--- config.mk ---
export PLATFORM = sky130hd
export DESIGN_NAME = spi_io_bridge
export DESIGN_NICKNAME = d
export VERILOG_FILES = /design/src/rtl/spi_io_bridge_pkg.sv /design/src/rtl/spi_io_bridge_strobe_sync.sv /design/src/rtl/spi_io_bridge.sv
export SDC_FILE = /design/constraint.sdc
export NUM_CORES = 1
export LEC_CHECK = 0
export CAP_MARGIN = 5
export CORE_MARGIN = 1
export CORE_UTILIZATION = 55
export DETAILED_ROUTE_END_ITERATION = 6
export GPL_ROUTABILITY_DRIVEN = 1
export HOLD_SLACK_MARGIN = 0.08
export PLACE_DENSITY = 0.8
export SYNTH_ARGS = -nofsm -noshare
export SYNTH_HDL_FRONTEND = slang
export SYNTH_SLANG_ARGS = --single-unit
export TNS_END_PERCENT = 100
--- constraint.sdc ---
create_clock -name clk_26 -period 2.8 [get_ports clk_26]
set_input_delay 0.42 -clock clk_26 [delete_from_list [all_inputs] [get_ports clk_26]]
set_output_delay 0.42 -clock clk_26 [all_outputs]
set_load 0.005 [all_outputs]
--- src/rtl/spi_io_bridge_pkg.sv ---
// Shared definitions for spi_io_bridge: register map, STATUS/CTRL bit positions,
// FSM state encoding and the DIV reset default.
package spi_io_bridge_pkg;

  localparam logic [1:0] REG_DATA   = 2'd0;
  localparam logic [1:0] REG_STATUS = 2'd1;
  localparam logic [1:0] REG_CTRL   = 2'd2;
  localparam logic [1:0] REG_DIV    = 2'd3;

  localparam int ST_BUSY    = 0;
  localparam int ST_DONE    = 1;
  localparam int ST_OVR     = 2;
  localparam int CTRL_SSEN  = 0;
  localparam int CTRL_IRQEN = 7;

  localparam logic [7:0] DIV_RST_DEF = 8'd12;

  typedef enum logic [1:0] {
    S_IDLE  = 2'd0,
    S_LEAD  = 2'd1,
    S_SHIFT = 2'd2,
    S_DONE  = 2'd3
  } spi_state_t;

endpackage

--- src/rtl/spi_io_bridge_strobe_sync.sv ---
// Two-flop synchronizer for an asynchronous host strobe, with one-cycle
// rise and fall pulses. Flops reset high because the strobes idle high.
module strobe_sync (
  input  logic clk,
  input  logic rst_n,
  input  logic strobe,
  output logic rise,
  output logic fall
);

  logic s1, s2, s3;

  always_ff @(posedge clk or negedge rst_n) begin
    if (!rst_n) begin
      s1 <= 1'b1;
      s2 <= 1'b1;
      s3 <= 1'b1;
    end else begin
      s1 <= strobe;
      s2 <= s1;
      s3 <= s2;
    end
  end

  assign rise = s2 & ~s3;
  assign fall = ~s2 & s3;

endmodule

--- src/rtl/spi_io_bridge.sv ---
// PC Card I/O window bridging host IOWR/IORD cycles to a mode-0 SPI master.
// Optional SPI_IRQ_EN adds the CTRL.IRQEN bit and the INT completion interrupt.
//
// state   | meaning
// S_IDLE  | no transfer, SCLK and MOSI low
// S_LEAD  | MOSI holds bit7 for one half-period before the first SCLK rise
// S_SHIFT | SCLK toggles each half-period, 8 bits plus a trailing low half-period
// S_DONE  | one cycle: latch received byte, set DONE, drop BUSY
module spi_io_bridge
  import spi_io_bridge_pkg::*;
#(
  parameter logic [7:0] DIV_RST = DIV_RST_DEF
) (
  input  logic        clk_26,
  input  logic        RESETB,
  input  logic [15:0] A,
  input  logic [7:0]  D_in,
  output logic [7:0]  D_out,
  input  logic        IOWR,
  input  logic        IORD,
  input  logic        CE1,
  output logic        DDIR,
  output logic        INPACK,
  output logic        SS,
  output logic        SCLK,
  output logic        MOSI,
  input  logic        MISO,
  output logic        INT
);

  spi_state_t state;
  logic [7:0] div, div_lat, cnt, sh, rx, rd_mux;
  logic [2:0] bit_cnt;
  logic       busy, done, ovr, ssen, irqen;
  logic       sclk_q, mosi_q, rd_pend;
  logic       hit, wr_fall, rd_rise, rd_fall, unused_wr_rise;

  strobe_sync u_wr_sync (.clk(clk_26), .rst_n(RESETB), .strobe(IOWR), .rise(unused_wr_rise), .fall(wr_fall));
  strobe_sync u_rd_sync (.clk(clk_26), .rst_n(RESETB), .strobe(IORD), .rise(rd_rise), .fall(rd_fall));

  assign hit    = !CE1 && (A[15:2] == 14'd0);
  assign DDIR   = hit && !IORD;
  assign INPACK = !DDIR;

  always_comb begin
    rd_mux = 8'h00;
    case (A[1:0])
      REG_DATA: rd_mux = rx;
      REG_STATUS: begin
        rd_mux[ST_BUSY] = busy;
        rd_mux[ST_DONE] = done;
        rd_mux[ST_OVR]  = ovr;
      end
      REG_CTRL: begin
        rd_mux[CTRL_SSEN]  = ssen;
        rd_mux[CTRL_IRQEN] = irqen;
      end
      default: rd_mux = div;
    endcase
  end

  assign D_out = DDIR ? rd_mux : 8'h00;
  assign SS    = !ssen;
  assign SCLK  = sclk_q;
  assign MOSI  = mosi_q;

`ifdef SPI_IRQ_EN
  always_ff @(posedge clk_26 or negedge RESETB) begin
    if (!RESETB) irqen <= 1'b0;
    else if (wr_fall && hit && (A[1:0] == REG_CTRL)) irqen <= D_in[CTRL_IRQEN];
  end
  assign INT = !(done && irqen);
`else
  assign irqen = 1'b0;
  assign INT   = 1'b1;
`endif

  always_ff @(posedge clk_26 or negedge RESETB) begin
    if (!RESETB) begin
      state   <= S_IDLE;
      div     <= DIV_RST;
      div_lat <= 8'h00;
      cnt     <= 8'h00;
      sh      <= 8'h00;
      rx      <= 8'h00;
      bit_cnt <= 3'd0;
      busy    <= 1'b0;
      done    <= 1'b0;
      ovr     <= 1'b0;
      ssen    <= 1'b0;
      sclk_q  <= 1'b0;
      mosi_q  <= 1'b0;
      rd_pend <= 1'b0;
    end else begin
      // The address can move before the strobe ends, so remember at the start
      // of the read whether it targets DATA.
      if (rd_fall) rd_pend <= hit && (A[1:0] == REG_DATA);
      if (rd_rise && rd_pend) done <= 1'b0;

      case (state)
        S_IDLE: begin
          sclk_q <= 1'b0;
          mosi_q <= 1'b0;
        end
        S_LEAD: begin
          if (cnt != 8'd0) cnt <= cnt - 8'd1;
          else begin
            cnt    <= div_lat;
            sclk_q <= 1'b1;
            sh     <= {sh[6:0], MISO};
            state  <= S_SHIFT;
          end
        end
        S_SHIFT: begin
          if (cnt != 8'd0) cnt <= cnt - 8'd1;
          else begin
            cnt <= div_lat;
            if (sclk_q) begin
              sclk_q  <= 1'b0;
              mosi_q  <= (bit_cnt == 3'd7) ? 1'b0 : sh[7];
              bit_cnt <= bit_cnt + 3'd1;
            end else if (bit_cnt == 3'd0) begin
              state <= S_DONE;
            end else begin
              sclk_q <= 1'b1;
              sh     <= {sh[6:0], MISO};
            end
          end
        end
        S_DONE: begin
          rx    <= sh;
          done  <= 1'b1;
          busy  <= 1'b0;
          state <= S_IDLE;
        end
        default: state <= S_IDLE;
      endcase

      if (wr_fall && hit) begin
        case (A[1:0])
          REG_DATA: begin
            if (busy) ovr <= 1'b1;
            else begin
              sh      <= D_in;
              div_lat <= div;
              cnt     <= div;
              bit_cnt <= 3'd0;
              busy    <= 1'b1;
              mosi_q  <= D_in[7];
              state   <= S_LEAD;
            end
          end
          REG_STATUS: if (D_in[ST_OVR]) ovr <= 1'b0;
          REG_CTRL:   ssen <= D_in[CTRL_SSEN];
          default:    div <= D_in;
        endcase
      end
    end
  end

endmodule
==> results of run 1 <==
## final cells by class
type                       count  share of cell area
tap                           72             0.02305
multi-input combinational    201              0.3889
timing repair buffer          62              0.1460
clock inverter                 6             0.01665
sequential                    58              0.3739
clock buffer                  10             0.03521
inverter                      17             0.01633
## timing repair
item                       4_1_cts  5_1_grt
setup buffers                    5        3
setup endpoints to repair        9       10
gates resized for setup         13        6
pin swaps                        3        5
## power breakdown
group	switching, mW	internal, mW	leakage [nW]	total, mW
registers	0.00245	0.846	0.720	0.848
logic	0.0435	0.0464	0.947	0.0899
clock network	0.353	0.436	0.103	0.789
total	0.399	1.33	1.77	1.73
## path summary, 6_finish.rpt
path,start,to,slack (ns),cells after the start
max,CE1,INPACK,0.10,6
min,RESETB,bit_cnt[0],0.20,2
max reg2reg,cnt[0],sh[7],0.56,7
min reg2reg,u_wr_sync.s1,u_wr_sync.s2,0.36,0
max in group asynchronous,RESETB,SCLK,2.10,2
min in group clk_26,u_wr_sync.s1,u_wr_sync.s2,0.36,0
## placed cells by master, fill, tap and decap left out, types with 6 or more instances in the layout
cell type        count
inv_1               17
o2111ai_1            7
nand3_1             13
a21oi_1              6
dlygate4sd2_1        8
buf_4               18
nor3_1               8
dfrtp_1             50
o211ai_1             7
o21ai_0             21
mux2i_1              6
dfstp_2              8
nor2_1              20
mux2_2              21
clkbuf_8            10
clkdlybuf4s50_1     30
ha_1                 8
nand2_1             14
## worst max-delay path: cells and delay by family
family                 cells  cell delay (ns)
AND/OR/NAND/NOR            3             0.83
buffers and inverters      3             1.02
## cell families after synthesis
kind of cell | after synthesis | share of synthesized area
AO/OA/AOI/OAI | 73 | 0.1603
XOR/XNOR | 1 | 0.002798
adder cells (fa/ha/maj) | 8 | 0.03198
buffers and inverters | 37 | 0.06075
flip-flops | 58 | 0.4668
multiplexers | 29 | 0.1055
other | 1 | 0.001198
AND/OR/NAND/NOR | 89 | 0.1707
## state kept, by name, summed over array words and instances, names as in the netlist, 2 cells and up
name / cells
div: 8
state: 2
sh: 8
cnt: 8
div_lat: 8
rx: 8
bit_cnt: 3
## per-layer routing
| layer | share of wire | track usage |
|---|---|---|
| met1 | 0.42 | 0.3390 |
| met2 | 0.50 | 0.4336 |
| met3 | 0.068 | 0.09059 |
| met4 | 0.019 | 0.1170 |
| met5 | 0 | 0 |
## through the flow
step,TNS [ns],instance area [sq um]
after floorplan,0,3131
after global placement,-0.3955,3615
after detailed placement,-0.6627,3615
after CTS,0,3872
after global routing,0,3909
final,0,3909
==> metrics.txt, run 1 <==
# TYPE chip_impl_metric gauge
chip_impl_metric{name="worst_hold_slack",unit="ns"} 0.2017
chip_impl_metric{name="routed-via-count",unit=""} 2597
chip_impl_metric{name="initial_utilization",unit=""} 0.5685
chip_impl_metric{name="clock_tree.buffer_depth",unit=""} 2
chip_impl_info{name="crit_slowest_cell",value="clkdlybuf4s50_1"} 1
chip_impl_metric{name="detail_route.wirelength",unit="um"} 7291
chip_impl_metric{name="place_hpwl",unit="um"} 5076
chip_impl_metric{name="globalRoute.totalOverflow",unit=""} 0
chip_impl_metric{name="async_flop_share",unit=""} 1.000
chip_impl_metric{name="final_max_slew_viol_count",unit=""} 0
chip_impl_metric{name="syn2layout_area_growth",unit="%"} 24.86
chip_impl_metric{name="yosys_register_bits",unit=""} 58
chip_impl_metric{name="die_h",unit="um"} 77.45
chip_impl_metric{name="place_worst_setup_slack",unit="ns"} -0.1044
chip_impl_metric{name="cp_data_arrival_time",unit="ns"} 2.28
chip_impl_info{name="cp-end-kind",value="output pin"} 1
chip_impl_metric{name="fin_total_pwr",unit="mW"} 1.727
chip_impl_metric{name="power.static_leakage",unit="nW"} 1.770
chip_impl_metric{name="synth-seq-area-share",unit=""} 0.4668
chip_impl_metric{name="portBuffers",unit=""} 42
chip_impl_metric{name="top_level_ports",unit=""} 44
chip_impl_info{name="grt_setup_unrepaired",value="no"} 1
chip_impl_metric{name="crit_fanout",unit=""} 7
chip_impl_metric{name="first_iter_violations",unit=""} 160
chip_impl_metric{name="layout.area.seq",unit="sq um"} 1461
chip_impl_info{name="clk_root_buffer_cell",value="clkbuf_8"} 1
chip_impl_metric{name="irDropWorstVdd",unit="uV"} 375.9
chip_impl_metric{name="multiInputGateArea",unit="sq um"} 1520
chip_impl_metric{name="final_layout_size_suffix_gt1_frac",unit=""} 0.2288
chip_impl_info{name="cts_tree",value="built"} 1
chip_impl_metric{name="slew_headroom",unit=""} 0.5166
chip_impl_metric{name="final_period_minus_worst_setup_slack",unit="ns"} 2.697
chip_impl_metric{name="clk-insertion-delay-late",unit="ns"} 0.35
chip_impl_metric{name="cts.reportedPaths.clkPinSlew",unit="ns"} 0.06
chip_impl_metric{name="cts_max_level",unit=""} 3
chip_impl_metric{name="finalClockSkew",unit="ns"} 0.008957
chip_impl_metric{name="core_area",unit="sq um"} 5507
chip_impl_metric{name="final.period_utilization",unit=""} 0.9633
chip_impl_metric{name="post_drt_via_cell_ratio",unit=""} 6.096
chip_impl_info{name="outcome",value="finished clean"} 1
chip_impl_metric{name="netlist_instances",unit=""} 296
chip_impl_metric{name="firstDrtPassIters",unit=""} 5
chip_impl_metric{name="crit_path_max_incr_delay",unit="ns"} 0.44
chip_impl_metric{name="grt_usage",unit=""} 0.2728
chip_impl_metric{name="floorplan.rows",unit=""} 27
chip_impl_info{name="yosysMostFrequentCell",value="dfrtp_1"} 1
chip_impl_metric{name="mapped_avg_cell_area",unit="sq um"} 10.58
chip_impl_info{name="criticalPathCategory",value="input pin to output pin"} 1
chip_impl_metric{name="worst_pin_slew",unit="ns"} 0.7251
chip_impl_metric{name="synth_enable_flop_cells",unit=""} 0
chip_impl_metric{name="grt_pass1_vias",unit=""} 2700
chip_impl_info{name="timing.critical_path.cells",value="clkdlybuf4s50_1 > nor4_4 > nand3_1 > or3_4 > buf_6 > clkdlybuf4s50_1"} 1
chip_impl_metric{name="pwr_density_cell",unit="nW/um^2"} 441.8
chip_impl_metric{name="worst_slack",unit="ns"} 0.1028
chip_impl_metric{name="wire_per_inst",unit="um"} 17.12
chip_impl_metric{name="netlist-cell-type-count",unit=""} 61
chip_impl_metric{name="timing.max_cap.violations",unit=""} 0
chip_impl_info{name="synth_top_cells_by_count",value="dfrtp_1 (50), mux2_2 (21), o21ai_0 (21), nor2_1 (20), inv_1 (17)"} 1
chip_impl_info{name="synth_area_leader_cell",value="dfrtp_1"} 1
chip_impl_metric{name="synth.cell_area",unit="sq um"} 3131
chip_impl_metric{name="final_antenna_net_count",unit=""} 0
chip_impl_metric{name="diodes",unit=""} 0
chip_impl_metric{name="hold_viol_final",unit=""} 0
chip_impl_metric{name="clock-sinks",unit=""} 58
chip_impl_metric{name="route.detailed.drc",unit=""} 0
chip_impl_metric{name="nNetsFinal",unit=""} 387
chip_impl_info{name="hp-class",value="input pin to async pin"} 1
chip_impl_metric{name="postCtsHoldBufs",unit=""} 0
chip_impl_metric{name="netlist.area_leader.share",unit=""} 0.3997
chip_impl_info{name="cp_common_cell",value="clkdlybuf4s50_1"} 1
chip_impl_metric{name="postLayoutCoreUtil",unit=""} 0.7098
chip_impl_metric{name="numCtsBuffers",unit=""} 9
chip_impl_metric{name="initial_antenna_violation_count",unit=""} 0
chip_impl_metric{name="setup_viol",unit=""} 0
chip_impl_metric{name="grt_first_pass_wirelength",unit="um"} 12510
chip_impl_metric{name="die-area",unit="sq um"} 5998
chip_impl_metric{name="synth.net_count",unit=""} 334
chip_impl_metric{name="die-width",unit="um"} 77.45
chip_impl_info{name="start_kind",value="input pin"} 1
chip_impl_metric{name="cp_data_required_time",unit="ns"} 2.38
chip_impl_metric{name="grt_max_degree",unit=""} 59
chip_impl_info{name="synth.area.top_cells",value="dfrtp_1 (40%), mux2_2 (7.6%), dfstp_2 (6.7%)"} 1
chip_impl_metric{name="stdcell_count",unit=""} 426
chip_impl_info{name="synth_ff_type",value="dfrtp_1"} 1
chip_impl_metric{name="num-fill-cells",unit=""} 391
chip_impl_metric{name="synth.yosys.warnings",unit=""} 0
chip_impl_metric{name="finalWeightedCongestion",unit=""} 0.8225
chip_impl_metric{name="fmax",unit="GHz"} 0.3708
chip_impl_metric{name="post-place-cells",unit=""} 404
Note: power is estimated with default switching activity, not from simulation.
==> run 2: changes to the inputs <==
--- a/config.mk
+++ b/config.mk
@@ -9,9 +9,9 @@
 export CORE_MARGIN = 1
 export CORE_UTILIZATION = 55
 export DETAILED_ROUTE_END_ITERATION = 6
-export GPL_ROUTABILITY_DRIVEN = 1
+export GPL_ROUTABILITY_DRIVEN = 0
 export HOLD_SLACK_MARGIN = 0.08
-export PLACE_DENSITY = 0.8
+export PLACE_DENSITY = 0.82
 export SYNTH_ARGS = -nofsm -noshare
 export SYNTH_HDL_FRONTEND = slang
 export SYNTH_SLANG_ARGS = --single-unit
==> metrics.txt, run 2 (synthesis results as in run 1) <==
# TYPE chip_impl_metric gauge
chip_impl_metric{name="cp_data_arrival_time",unit="ns"} 2.24
chip_impl_metric{name="power.static_leakage",unit="nW"} 1.883
chip_impl_metric{name="cts_max_level",unit=""} 3
chip_impl_metric{name="hold_viol_final",unit=""} 0
chip_impl_info{name="criticalPathCategory",value="input pin to output pin"} 1
chip_impl_metric{name="setup_viol",unit=""} 0
chip_impl_metric{name="route.detailed.drc",unit=""} 0
chip_impl_info{name="cp-end-kind",value="output pin"} 1
chip_impl_metric{name="globalRoute.totalOverflow",unit=""} 0
chip_impl_metric{name="share_seq_of_total_power",unit=""} 0.441
chip_impl_metric{name="pwr_density_cell",unit="nW/um^2"} 484.7
chip_impl_info{name="regToRegStartpoint",value="cnt[0]"} 1
chip_impl_metric{name="final_antenna_net_count",unit=""} 0
chip_impl_info{name="cts_tree",value="built"} 1
chip_impl_metric{name="wire_per_inst",unit="um"} 18.23
chip_impl_metric{name="diodes",unit=""} 0
chip_impl_metric{name="final_layout_size_suffix_gt1_frac",unit=""} 0.2238
chip_impl_metric{name="crit_fanout",unit=""} 8
chip_impl_metric{name="die_h",unit="um"} 77.45
chip_impl_info{name="critPathCapture",value="INPACK"} 1
chip_impl_metric{name="switching_share",unit=""} 0.2044
chip_impl_metric{name="top_level_ports",unit=""} 44
chip_impl_metric{name="grt_first_pass_wirelength",unit="um"} 12650
chip_impl_metric{name="clock-sinks",unit=""} 58
chip_impl_metric{name="clk-insertion-delay-late",unit="ns"} 0.34
chip_impl_info{name="critical-path-top-delay-family",value="buffers and inverters"} 1
chip_impl_metric{name="layout.area.seq",unit="sq um"} 1461
chip_impl_metric{name="routed-via-count",unit=""} 2621
chip_impl_metric{name="firstDrtPassIters",unit=""} 5
chip_impl_metric{name="initial_antenna_violation_count",unit=""} 0
chip_impl_info{name="outcome",value="finished clean"} 1
chip_impl_metric{name="clock_network_fraction_of_design_power",unit=""} 0.512
chip_impl_metric{name="p_int",unit="mW"} 1.529
chip_impl_metric{name="worst_pin_slew",unit="ns"} 0.5165
chip_impl_metric{name="finalClockSkew",unit="ns"} 0.01118
chip_impl_metric{name="nNetsFinal",unit=""} 386
chip_impl_metric{name="floorplan.rows",unit=""} 27
chip_impl_metric{name="num-fill-cells",unit=""} 388
chip_impl_metric{name="irDropWorstVdd",unit="uV"} 322.7
chip_impl_metric{name="timing.max_cap.violations",unit=""} 0
chip_impl_metric{name="multiInputGateArea",unit="sq um"} 1511
chip_impl_metric{name="grt_max_degree",unit=""} 30
chip_impl_metric{name="p_sw",unit="mW"} 0.3930
chip_impl_info{name="critical_path.reg2reg.endpoint",value="sh[0]"} 1
chip_impl_metric{name="numCtsBuffers",unit=""} 9
chip_impl_metric{name="worst_hold_slack",unit="ns"} 0.3570
chip_impl_info{name="crit_slowest_cell",value="clkdlybuf4s50_1"} 1
chip_impl_metric{name="fmax",unit="GHz"} 0.3766
chip_impl_metric{name="detail_route.wirelength",unit="um"} 7748
chip_impl_metric{name="first_iter_violations",unit=""} 263
chip_impl_metric{name="buffers_inverters_on_critical_path",unit=""} 3
chip_impl_info{name="hp-class",value="flop to flop"} 1
chip_impl_metric{name="die-width",unit="um"} 77.45
chip_impl_metric{name="grt_usage",unit=""} 0.2732
chip_impl_metric{name="timing.reg2reg.worst_path_depth",unit=""} 6
chip_impl_metric{name="initial_utilization",unit=""} 0.5685
chip_impl_metric{name="die-area",unit="sq um"} 5998
chip_impl_metric{name="syn2layout_area_growth",unit="%"} 26.70
chip_impl_info{name="cp-startpoint",value="A[12]"} 1
chip_impl_metric{name="totalNegativeSetupSlack",unit="ns"} 0
chip_impl_info{name="final_cell_mix",value="dfrtp_1 (50), clkdlybuf4s50_1 (30), o21ai_0 (21), mux2_2 (21), nor2_1 (20)"} 1
chip_impl_metric{name="core_area",unit="sq um"} 5507
chip_impl_metric{name="portBuffers",unit=""} 42
chip_impl_metric{name="final_max_slew_viol_count",unit=""} 0
chip_impl_metric{name="slew_headroom",unit=""} 0.6508
chip_impl_metric{name="power.combinational.fraction",unit=""} 0.047
chip_impl_metric{name="crit_path_max_incr_delay",unit="ns"} 0.44
chip_impl_metric{name="cp_data_required_time",unit="ns"} 2.38
chip_impl_info{name="mostFrequentLayoutCell",value="dfrtp_1"} 1
chip_impl_metric{name="ff2ff_setup_slack",unit="ns"} 0.38
chip_impl_info{name="grt_setup_unrepaired",value="no"} 1
chip_impl_metric{name="final_period_minus_worst_setup_slack",unit="ns"} 2.655
chip_impl_metric{name="place_hpwl",unit="um"} 5243
chip_impl_metric{name="post_drt_via_cell_ratio",unit=""} 6.167
chip_impl_info{name="start_kind",value="input pin"} 1
chip_impl_metric{name="final.period_utilization",unit=""} 0.9483
chip_impl_info{name="timing.critical_path.cells",value="clkdlybuf4s50_1 > or3_4 > or3_4 > buf_6 > clkdlybuf4s50_1"} 1
chip_impl_info{name="clk_root_buffer_cell",value="clkbuf_8"} 1
chip_impl_metric{name="cts.reportedPaths.clkPinSlew",unit="ns"} 0.06
chip_impl_metric{name="grt_pass1_vias",unit=""} 2577
chip_impl_metric{name="clock_tree.buffer_depth",unit=""} 2
chip_impl_metric{name="worst-path-stages",unit=""} 5
## run 2: layout make-up
cell class / count / share of cell area
clock buffer: 11 / 0.03817
clock inverter: 5 / 0.02524
inverter: 17 / 0.01609
multi-input combinational: 201 / 0.3811
sequential: 58 / 0.3685
tap: 72 / 0.02271
timing repair buffer: 61 / 0.1483
## run 2: power by group through the flow
stage                     clock (mW)  sequential (mW)  combinational, mW
after global routing            1.02            0.848             0.0985
after floorplan                    0            0.863             0.0203
final                          0.983            0.848             0.0908
after CTS                      0.990            0.848             0.0896
after global placement             0            0.863             0.0844
after detailed placement           0            0.863             0.0857
## run 2: repair_timing
item / in CTS / in global routing
pin swaps: 4 / 2
endpoints found under the setup margin: 9 / 14
gates cloned: 0 / 0
buffers inserted: 4 / 0
endpoints found under the hold margin: 15 / 0
hold buffers: 1 / 0
resized for setup: 6 / 11
## run 2: per-stage QoR
stage / power [mW] / util / instance area (sq um) / instances / worst slack, ns
final: 1.922 / 0.7203 / 3966 / 425 / 0.1448
after global routing: 1.971 / 0.7203 / 3966 / 425 / 0.02904
after CTS: 1.928 / 0.7142 / 3933 / 425 / 0.005589
after detailed placement: 0.9491 / 0.6564 / 3615 / 404 / -0.1169
after global placement: 0.9476 / 0.6564 / 3615 / 404 / -0.06226
after floorplan: 0.8833 / - / 3131 / 296 / 0.6844
## run 2: routing by layer
metal  global-route usage  share of wire  vias to the layer above
li1                     -              -                     1199
met2               0.4478           0.50                      105
met1               0.3554           0.43                     1306
met5                    0              0                        -
met4               0.1000          0.012                        0
met3              0.05882          0.054                       11
## run 2: worst min-delay path by stage
stage / start / to / cells past startpoint / slack [ns]
6_report: u_rd_sync.s1 / u_rd_sync.s2 / 0 / 0.36
3_5_place_dp: u_rd_sync.s1 / u_rd_sync.s2 / 0 / 0.35
5_1_grt: u_rd_sync.s1 / u_rd_sync.s2 / 0 / 0.36
3_3_place_gp: u_rd_sync.s1 / u_rd_sync.s2 / 0 / 0.35
4_1_cts: u_rd_sync.s1 / u_rd_sync.s2 / 0 / 0.36
2_1_floorplan: RESETB / MOSI / 0 / 0.12
